===== src/rtl/hazard_pkg.sv =====
// hazard_pkg: shared widths, PC index and forward-select encodings for the hazard unit.
package hazard_pkg;
    localparam int REG_AW = 4;
    localparam logic [REG_AW-1:0] PC_REG = 4'd15;
    localparam logic [1:0] FWD_RF = 2'b00;
    localparam logic [1:0] FWD_WB = 2'b01;
    localparam logic [1:0] FWD_MEM = 2'b10;
    function automatic logic [1:0] fwd_sel(input logic match_m, input logic match_w);
        return match_m ? FWD_MEM : match_w ? FWD_WB : FWD_RF;
    endfunction
endpackage


===== src/rtl/hazard_stage_reg.sv =====
// hazard_stage_reg: shadow pipeline flop with async active-low reset and synchronous clear.
module hazard_stage_reg #(
    parameter int W = 1
) (
    input  logic         clk,
    input  logic         rst_n,
    input  logic         clr,
    input  logic [W-1:0] d,
    output logic [W-1:0] q
);
    always_ff @(posedge clk or negedge rst_n)
        if (!rst_n) q <= '0;
        else q <= clr ? '0 : d;
endmodule


===== src/rtl/hazard_unit.sv =====
// hazard_unit: stall/flush/forward control for the five-stage ARM pipeline.
// Define HAZARD_PERF_CNT_EN to build the saturating stall/flush performance counters.
module hazard_unit #(
    parameter int REG_AW = hazard_pkg::REG_AW,
    parameter logic [REG_AW-1:0] PC_REG = hazard_pkg::PC_REG
) (
    input  logic              clk,
    input  logic              reset,
    input  logic [REG_AW-1:0] ra1d,
    input  logic [REG_AW-1:0] ra2d,
    input  logic [REG_AW-1:0] wa3e,
    input  logic [REG_AW-1:0] wa3m,
    input  logic [REG_AW-1:0] wa3w,
    input  logic              RegWriteD,
    input  logic              MemtoRegD,
    input  logic              PCSrcD,
    input  logic              CondExE,
    input  logic              BranchTakenE,
    output logic              StallF,
    output logic              StallD,
    output logic              FlushD,
    output logic              FlushE,
    output logic [1:0]        ForwardAE,
    output logic [1:0]        ForwardBE,
    output logic [31:0]       stall_cnt,
    output logic [31:0]       flush_cnt
);
    import hazard_pkg::*;
    logic [REG_AW-1:0] ra1e, ra2e;
    logic reg_write_e, mem_to_reg_e, pc_src_e;
    logic reg_write_m, pc_src_m, reg_write_w, pc_src_w;
    logic ldr_stall, pc_wr_pending;
    hazard_stage_reg #(.W(2 * REG_AW + 3)) u_stage_e (
        .clk   (clk),
        .rst_n (reset),
        .clr   (FlushE),
        .d     ({ra1d, ra2d, RegWriteD, MemtoRegD, PCSrcD}),
        .q     ({ra1e, ra2e, reg_write_e, mem_to_reg_e, pc_src_e})
    );
    hazard_stage_reg #(.W(2)) u_stage_m (
        .clk   (clk),
        .rst_n (reset),
        .clr   (1'b0),
        .d     ({reg_write_e & CondExE, pc_src_e & CondExE}),
        .q     ({reg_write_m, pc_src_m})
    );
    hazard_stage_reg #(.W(2)) u_stage_w (
        .clk   (clk),
        .rst_n (reset),
        .clr   (1'b0),
        .d     ({reg_write_m, pc_src_m}),
        .q     ({reg_write_w, pc_src_w})
    );
    // PC reads come from the register file as PC+8, so they never forward
    always_comb begin
        ldr_stall = ((ra1d == wa3e) | (ra2d == wa3e)) & mem_to_reg_e & reg_write_e;
        pc_wr_pending = PCSrcD | pc_src_e | pc_src_m;
        StallF = reset & (ldr_stall | pc_wr_pending);
        StallD = reset & ldr_stall;
        FlushD = reset & (pc_wr_pending | pc_src_w | BranchTakenE);
        FlushE = reset & (ldr_stall | BranchTakenE);
        ForwardAE = reset ? fwd_sel((ra1e != PC_REG) & (ra1e == wa3m) & reg_write_m,
                                    (ra1e != PC_REG) & (ra1e == wa3w) & reg_write_w) : FWD_RF;
        ForwardBE = reset ? fwd_sel((ra2e != PC_REG) & (ra2e == wa3m) & reg_write_m,
                                    (ra2e != PC_REG) & (ra2e == wa3w) & reg_write_w) : FWD_RF;
    end
`ifdef HAZARD_PERF_CNT_EN
    always_ff @(posedge clk or negedge reset)
        if (!reset) begin
            stall_cnt <= '0;
            flush_cnt <= '0;
        end else begin
            if (StallD && stall_cnt != '1) stall_cnt <= stall_cnt + 32'd1;
            if (FlushE && flush_cnt != '1) flush_cnt <= flush_cnt + 32'd1;
        end
`else
    assign stall_cnt = '0;
    assign flush_cnt = '0;
`endif
endmodule


===== config.mk =====
export PLATFORM = sky130hd
export DESIGN_NAME = hazard_unit
export DESIGN_NICKNAME = d
export VERILOG_FILES = /design/src/rtl/hazard_pkg.sv /design/src/rtl/hazard_stage_reg.sv /design/src/rtl/hazard_unit.sv
export SDC_FILE = /design/constraint.sdc
export NUM_CORES = 1
export LEC_CHECK = 0
export BUFFER_PORTS_ARGS = -buffer_cell sky130_fd_sc_hd__buf_2
export CORE_MARGIN = 2
export CORE_UTILIZATION = 44
export CTS_CLUSTER_SIZE = 30
export DETAILED_ROUTE_END_ITERATION = 10
export MAX_ROUTING_LAYER = met4
export PLACE_DENSITY = 0.95
export SYNTH_ARGS = -nofsm -noshare
export SYNTH_HDL_FRONTEND = slang
export SYNTH_SLANG_ARGS = --single-unit

===== constraint.sdc =====
create_clock -name clk -period 4.15 [get_ports clk]
set_clock_uncertainty 0.2 [all_clocks]
set_input_delay 0.83 -clock clk [delete_from_list [all_inputs] [get_ports clk]]
set_output_delay 0.83 -clock clk [all_outputs]
set_load 0.05 [all_outputs]

; Word-level counts from Yosys, hierarchy flattened
; Index checks and enable logic that the tools add are counted.
; Widths: inputs -> output; s select.
[word_totals]
register_bits = 15
in_bits = 27
out_inout_bits = 72
elab_cells = 41
[classes]
eq_ne = 8
n_mux = 7
bitwise_logic = 23
[op_table]
columns = operator, count
row1 = $eq 4x4->1, 6
row2 = $and 1x1->1, 16
row3 = $mux 11, 1
row4 = $mux 2, 4
row5 = $ne 4x4->1 const B, 2
row6 = $or 1x1->1, 7
row7 = $mux 1, 2

; Depth between registers and ports, before layout
; Gate-level depths: netlist of run 1.
[logic_depth]
word_depth = 7
depth_mapped = 5
mapped_depth_nobuf = 4

; Hierarchy
; From an unflattened synthesis of run 1, not the netlist that was laid out.
[unflattened]
hier_cells = 148
hier_area_um2 = 1377.6
[modules_own_cells]
columns = mod, instances, cells_per_inst, area_each_um2, seq_area_each_um2
row1 = hazard_unit, 1, 117, 859.6, 0.0
row2 = hazard_stage_reg at u_stage_e, 1, 23, 392.9, 275.3
row3 = hazard_stage_reg at u_stage_m ..., 2, 4, 62.6, 50.0

; Worst setup path before layout of run 1
; Ideal clock, no wire load.
[synth_path]
kind = input -> output
start = in wa3w[2]
end = out ForwardAE[0]
t_arrival_ns = 2.481
t_required_ns = 3.120
setup_slack_ns = 0.639
cell_stages = 3
n_path_buf = 0
cell_sequence = xor2_1 or4_4 a2111oi_2
[synth_between]
elab_chain_len = 6
[synth_rtl]
columns = item, line_no
row1 = "start, declared", hazard_unit.sv:13  ; input logic [REG_AW-1:0] wa3w,
row2 = $eq 4x4->1, hazard_unit.sv:63  ; (ra1e != PC_REG) & (ra1e == wa3w) & reg_write_w) : FWD_RF;
row3 = $and 1x1->1 (2 in a row), hazard_unit.sv:63
row4 = $mux 1, hazard_pkg.sv:9  ; return match_m ? FWD_MEM : match_w ? FWD_WB : FWD_RF;
row5 = $mux 2, hazard_pkg.sv:9
row6 = $mux 2, hazard_unit.sv:62  ; ForwardAE = reset ? fwd_sel((ra1e != PC_REG) & (ra1e == wa3m) & reg_write_m,
row7 = "end, declared", hazard_unit.sv:23  ; output logic [1:0] ForwardAE,
; Every way passes these cells.

; Final worst setup path of run 1
[layout_path]
start = in reset
end = out ForwardAE[0]
[layout_between]
elab_chain_len = 1
[layout_rtl]
columns = item, line_no
row1 = "start, declared", hazard_unit.sv:8  ; input logic reset,
row2 = $mux 2, hazard_unit.sv:62
; Every way passes these cells.

==> results of run 1 <==
==> placed cells by master (no fill, tap or decap), drive strengths merged <==
cell	count
a2111oi	1
a211oi	1
a21o	1
a21oi	2
a31oi	1
and2	4
buf	36
clkbuf	4
conb	64
dfrtp	15
nand2	15
nand2b	1
nand3	4
nand4	4
nor2	13
nor2b	2
nor4	1
o21ai	1
o31a	1
or2	1
or3	1
or4	1
xnor2	14
xor2	6
==> registers in the layout, indices dropped and copies added, names as in the netlist <==
register     cells
u_stage_m.q      2
u_stage_e.q     11
u_stage_w.q      2
==> worst max-delay path, stage by stage <==
cell and delay [ns]:
buf_2 0.21, nand2_2 0.07, or4_4 0.53, a2111oi_2 0.19
buf_2 0.31
==> cell type report <==
type,count,area [µm²],share of cell area
multi-input cells,139,707,0.531
flip-flops and latches,15,375,0.282
repair buffers,36,185,0.139
well taps,31,38.8,0.0291
clock buffers,4,26.3,0.0197
==> per-stage QoR <==
step                      utilization  setup WS [ns]  instances  hold WS (ns)  cell area (µm²)
after detailed placement        0.462          0.947        221         0.174             1310
after CTS                       0.471          0.947        225         0.185             1330
after floorplan                     -          0.639        220         0.146             1570
after global routing            0.471          0.890        225         0.188             1330
final                           0.471          0.968        225         0.188             1330
after global placement          0.462          0.940        221         0.155             1310
==> per-layer routing <==
layer  GRT usage  vias to the layer above  part of all wire
li1            -                      447                 -
met1       0.145                      408              0.38
met2       0.194                       56              0.52
met3      0.0218                        4             0.081
met4      0.0682                        0             0.018
met5           -                        -                 0
==> power by group through the flow <==
stage	clock network (mW)	logic (mW)	registers, mW
2_1_floorplan	0	0.214	0.164
3_3_place_gp	0	0.192	0.166
3_5_place_dp	0	0.194	0.166
4_1_cts	0.0806	0.195	0.163
5_1_grt	0.0895	0.207	0.165
6_report	0.0781	0.195	0.163
==> worst paths after layout <==
path	end	depth (start not counted)
setup / recovery	ForwardAE[0]	5
hold / removal	u_stage_e.q[0]$_DFF_PN0_	1
setup reg to reg	u_stage_e.q[4]$_DFF_PN0_	4
hold reg to reg	u_stage_w.q[0]$_DFF_PN0_	0
max in group asynchronous	u_stage_e.q[5]$_DFF_PN0_	2
min in group clk	u_stage_w.q[0]$_DFF_PN0_	0
==> logic make-up (layout without fill, tap and decap cells) <==
logic type	count (synthesis)	in the layout	synth area share
buffers and inverters	66	40	0.366
other	1	64	0.00281
and+or+nand+nor	47	47	0.172
xor gates and xnor gates	20	20	0.131
AOI/OAI and AO/OA	8	8	0.0469
DFF	15	15	0.281
==> reports/qor.yml, run 1 <==
outcome:
  outcome: "completed"
synthesis:
  synth_cell_types: 27
  yosysWarnings: 0
  ys_seq_elements: 15
  yosysMostFrequentCell: "buf_4"
  synth_edf_count: 0
  synthArstFlopShare: 1.00
  synthTopCellsByArea: "buf_4 (36%), dfrtp_1 (28%), xnor2_1 (9.2%)"
  syn_area_per_cell_um2: 8.50
  syn_area_um2: 1340
  ys.flop_type: "dfrtp_1"
  synth_cells: 157
  yosys-top-cells-count: "buf_4 (64), dfrtp_1 (15), nand2_1 (14), xnor2_1 (14), nor2_1 (13)"
  yosysTopAreaCellShare: 0.360
  synth_top_area_cell: "buf_4"
  ys_seq_area_frac: 0.281
final_layout:
  nNetsFinal: 222
  area_delta_synth_final_pct: -0.187
  drive_above_1_share: 0.242
  n_antenna_cell: 0
  nFillCells: 295
global_routing:
  grt_remaining_overflow: 0
  grt_pass1_wl_mm: 3.13
  antenna_found_initial: 0
  grt_usage: 0.122
  grt_max_degree: 13
  first_global_vias: 752
sta:
  fmax_ghz: 0.314
  rsz0062_at_grt: "no"
  hold_viol: 0
  finalSetupViolations: 0
  fin_setup_tns_ns: 0
  drv_slew: 0
  finalCritPeriodShare: 0.767
  period_needed_ns: 3.18
power:
  p_int_mw: 0.224
  netSwitchingFraction: 0.488
  vdd.ir_drop.worst_v: 0.000140
  power_leakage_nw: 0.751
  share_seq_of_total_power: 0.374
  p_clk_frac: 0.179
  total_power_mw: 0.436
  comb_power_share: 0.447
  powerDensity_nw_per_um2: 328
  p_sw_mw: 0.213
drt:
  wire_per_inst_um: 9.16
  drt_first_pass_iters: 4
  vias_per_cell: 4.07
  drcViolationCount: 0
  drt-total-wl_mm: 2.06
  drtAntennaViolNets: 0
  dr_total_vias: 915
  dr.first_iter.drc_count: 16
placed_design:
  dp_hpwl_mm: 1.83
  gp_congestion: 0.795
  io_buffers: 34
critical_path:
  path_class: "in -> out"
  worstPathRequired_ns: 3.12
  cp-startpoint: "reset"
  r2r_slack_ns: 2.70
  cp-end-kind: "output port"
  worstPathArrival_ns: 2.15
  r2r-start: "u_stage_e.q[2]$_DFF_PN0_"
  cp_max_fo: 11
  start_kind: "input pin"
clocking:
  cts-buffers-inserted: 3
  cts_hold_buffers: 0
  postCtsResizedCells: 0
  cts_tree: "done"
  path_clk_slew_ns: 0.08
  clk_latency_ns: 0.27
  cts_root_buf: "clkbuf_4"
  clkSinkCount: 15
  cts_setup_buffers: 0
  cts-htree-levels: 1
  cts.path.max_buffers: 2
floorplan:
  die_area_um2: 3490
  start_util: 0.472
  die_w_um: 59.1
  die_y_um: 59.1
  core_um2: 2830
  placementRows: 19
  ios: 99
flow_run:
  cap_viol_max_count: 0
worst_hold_path:
  hold_path.class: "in -> async"
Power figures use the tool's default switching activity.
==> run 2, diff against run 1 <==
--- a/config.mk
+++ b/config.mk
@@ -7,11 +7,11 @@
 export LEC_CHECK = 0
 export BUFFER_PORTS_ARGS = -buffer_cell sky130_fd_sc_hd__buf_2
 export CORE_MARGIN = 2
-export CORE_UTILIZATION = 44
+export CORE_UTILIZATION = 37
 export CTS_CLUSTER_SIZE = 30
 export DETAILED_ROUTE_END_ITERATION = 10
 export MAX_ROUTING_LAYER = met4
-export PLACE_DENSITY = 0.95
+export PLACE_DENSITY = 0.86
 export SYNTH_ARGS = -nofsm -noshare
 export SYNTH_HDL_FRONTEND = slang
 export SYNTH_SLANG_ARGS = --single-unit
==> constraint.sdc (replaced) <==
create_clock -name clk -period 2.8 [get_ports clk]
set_clock_uncertainty 0.2 [all_clocks]
set_input_delay 0.56 -clock clk [delete_from_list [all_inputs] [get_ports clk]]
set_output_delay 0.56 -clock clk [all_outputs]
set_load 0.05 [all_outputs]
==> run 2 against run 1 <==
  * Non-clock buffer count up 2
  * Largest cell class unchanged
  * Routed wire length increased by 5.0%
  * First-iteration DRC count increased by 56%
  * Sequential cell count stayed put
  * Final cell count increased by 7.6%
  * Worst setup slack worse by 0.82 ns
==> reports/qor.yml, run 2 (synthesis gave the netlist of run 1 again) <==
floorplan:
  die_y_um: 64.1
  ios: 99
  die_w_um: 64.1
  core_um2: 3390
  die_area_um2: 4100
  start_util: 0.394
  placementRows: 21
outcome:
  outcome: "completed"
clocking:
  cts.path.max_buffers: 2
  cts_setup_buffers: 0
  cts_root_buf: "clkbuf_4"
  cts-htree-levels: 1
  postCtsResizedCells: 0
  cts_tree: "done"
  cts_hold_buffers: 0
  path_clk_slew_ns: 0.08
  clk_latency_ns: 0.28
  cts-buffers-inserted: 3
  clkSinkCount: 15
final_layout:
  n_antenna_cell: 0
  nNetsFinal: 224
  fin_util: 0.407
  reg_top3: "u_stage_e.q: 11 flops, u_stage_m.q: 2 flops, u_stage_w.q: 2 flops"
  largest-register: "u_stage_e.q"
  area_delta_synth_final_pct: 3.28
  drive_above_1_share: 0.250
  mostFrequentLayoutCells: "conb_1 (64), buf_2 (34), dfrtp_1 (15)"
  layout_commonest_cell: "conb_1"
  largest_reg_flops: 11
critical_path:
  cp_max_fo: 3
  critical_path.cell_chain: "xor2_1, or4_4, a2111oi_4, buf_2"
  cp-end-kind: "output port"
  path_buf_inv: 1
  worstPathRequired_ns: 2.04
  crit_slowest_cell: "or4_4"
  start_kind: "flop"
  path_class: "reg -> out"
  slowest_delay_ns: 0.53
  crit_family: "simple AND/OR/NAND/NOR gates"
  worstPathArrival_ns: 1.89
placed_design:
  gp_congestion: 0.897
  dp_hpwl_mm: 1.92
  io_buffers: 34
  dp_slack_ns: 0.153
sta:
  drv_slew: 0
  period_needed_ns: 2.65
  fin_setup_tns_ns: 0
  fmax_ghz: 0.377
  rsz0062_at_grt: "no"
  fin_ws_ns: 0.150
  hold_viol: 0
  finalCritPeriodShare: 0.946
  finalSetupViolations: 0
power:
  power_leakage_nw: 0.762
  share_seq_of_total_power: 0.372
  vdd.ir_drop.worst_v: 0.000161
  p_int_mw: 0.333
  p_clk_frac: 0.180
  powerDensity_nw_per_um2: 472
  p_sw_mw: 0.318
  netSwitchingFraction: 0.489
  comb_power_share: 0.448
drt:
  drtAntennaViolNets: 0
  drt_first_pass_iters: 4
  dr.first_iter.drc_count: 25
  dr_total_vias: 909
  drcViolationCount: 0
  wire_per_inst_um: 8.95
  vias_per_cell: 3.76
  drt-total-wl_mm: 2.17
worst_hold_path:
  hold_path.class: "in -> async"
global_routing:
  first_global_vias: 763
  grt_max_degree: 21
  antenna_found_initial: 0
  grt_pass1_wl_mm: 3.33
  grt_usage: 0.106
  grt_remaining_overflow: 0
flow_run:
  cap_viol_max_count: 0
run 2: changes by cell type in the layout (fill, tap and decap cells not counted):
cell | before | now
a2111oi_4 | 0 | 1
buf_4 | 2 | 4
a2111oi_2 | 1 | 0
run 2: metrics by stage:
stage	hold WS (ns)	instances	instance area, µm²	total power [mW]
after floorplan	0.0644	220	1580	0.561
after global placement	0.157	238	1350	0.534
after detailed placement	0.168	238	1350	0.537
after CTS	0.0944	242	1380	0.654
after global routing	0.116	242	1380	0.680
final	0.0784	242	1380	0.651
run 2: power by group through the flow:
stage               Combinational (mW)  Sequential [mW]  Clock, mW
detailed placement               0.291            0.247          0
global placement                 0.288            0.246          0
floorplan                        0.318            0.243          0
finish                           0.292            0.242      0.117
CTS                              0.291            0.242      0.120
global route                     0.308            0.244      0.127
run 2: final cells by class:
cell class              count  area, µm²
fillers                   363       2010
flip-flops and latches     15        375
repair buffers             38        200
well taps                  46       57.6
clock buffers               4       26.3
multi-input cells         139        719
run 2: routing by layer:
| metal | track usage | up-vias | routed length [µm] |
|---|---|---|---|
| met1 | 0.131 | 405 | 900 |
| met4 | 0.0489 | 0 | 31 |
| met3 | 0.0176 | 4 | 194 |
| li1 | - | 447 | - |
| met2 | 0.171 | 53 | 1040 |
| met5 | - | - | 0 |
run 2: worst paths after layout:
path                                          start  cells past startpoint                         to  slack [ns]
max                        u_stage_e.q[9]$_DFF_PN0_                      4               ForwardAE[0]        0.15
max reg2reg                u_stage_e.q[2]$_DFF_PN0_                      4  u_stage_e.q[10]$_DFF_PN0_        1.38
min                                           reset                      2   u_stage_e.q[0]$_DFF_PN0_        0.08
min in group clk           u_stage_m.q[0]$_DFF_PN0_                      0   u_stage_w.q[0]$_DFF_PN0_        0.18
min reg2reg                u_stage_m.q[0]$_DFF_PN0_                      0   u_stage_w.q[0]$_DFF_PN0_        0.18
max in group asynchronous                     reset                      2   u_stage_e.q[3]$_DFF_PN0_        2.13
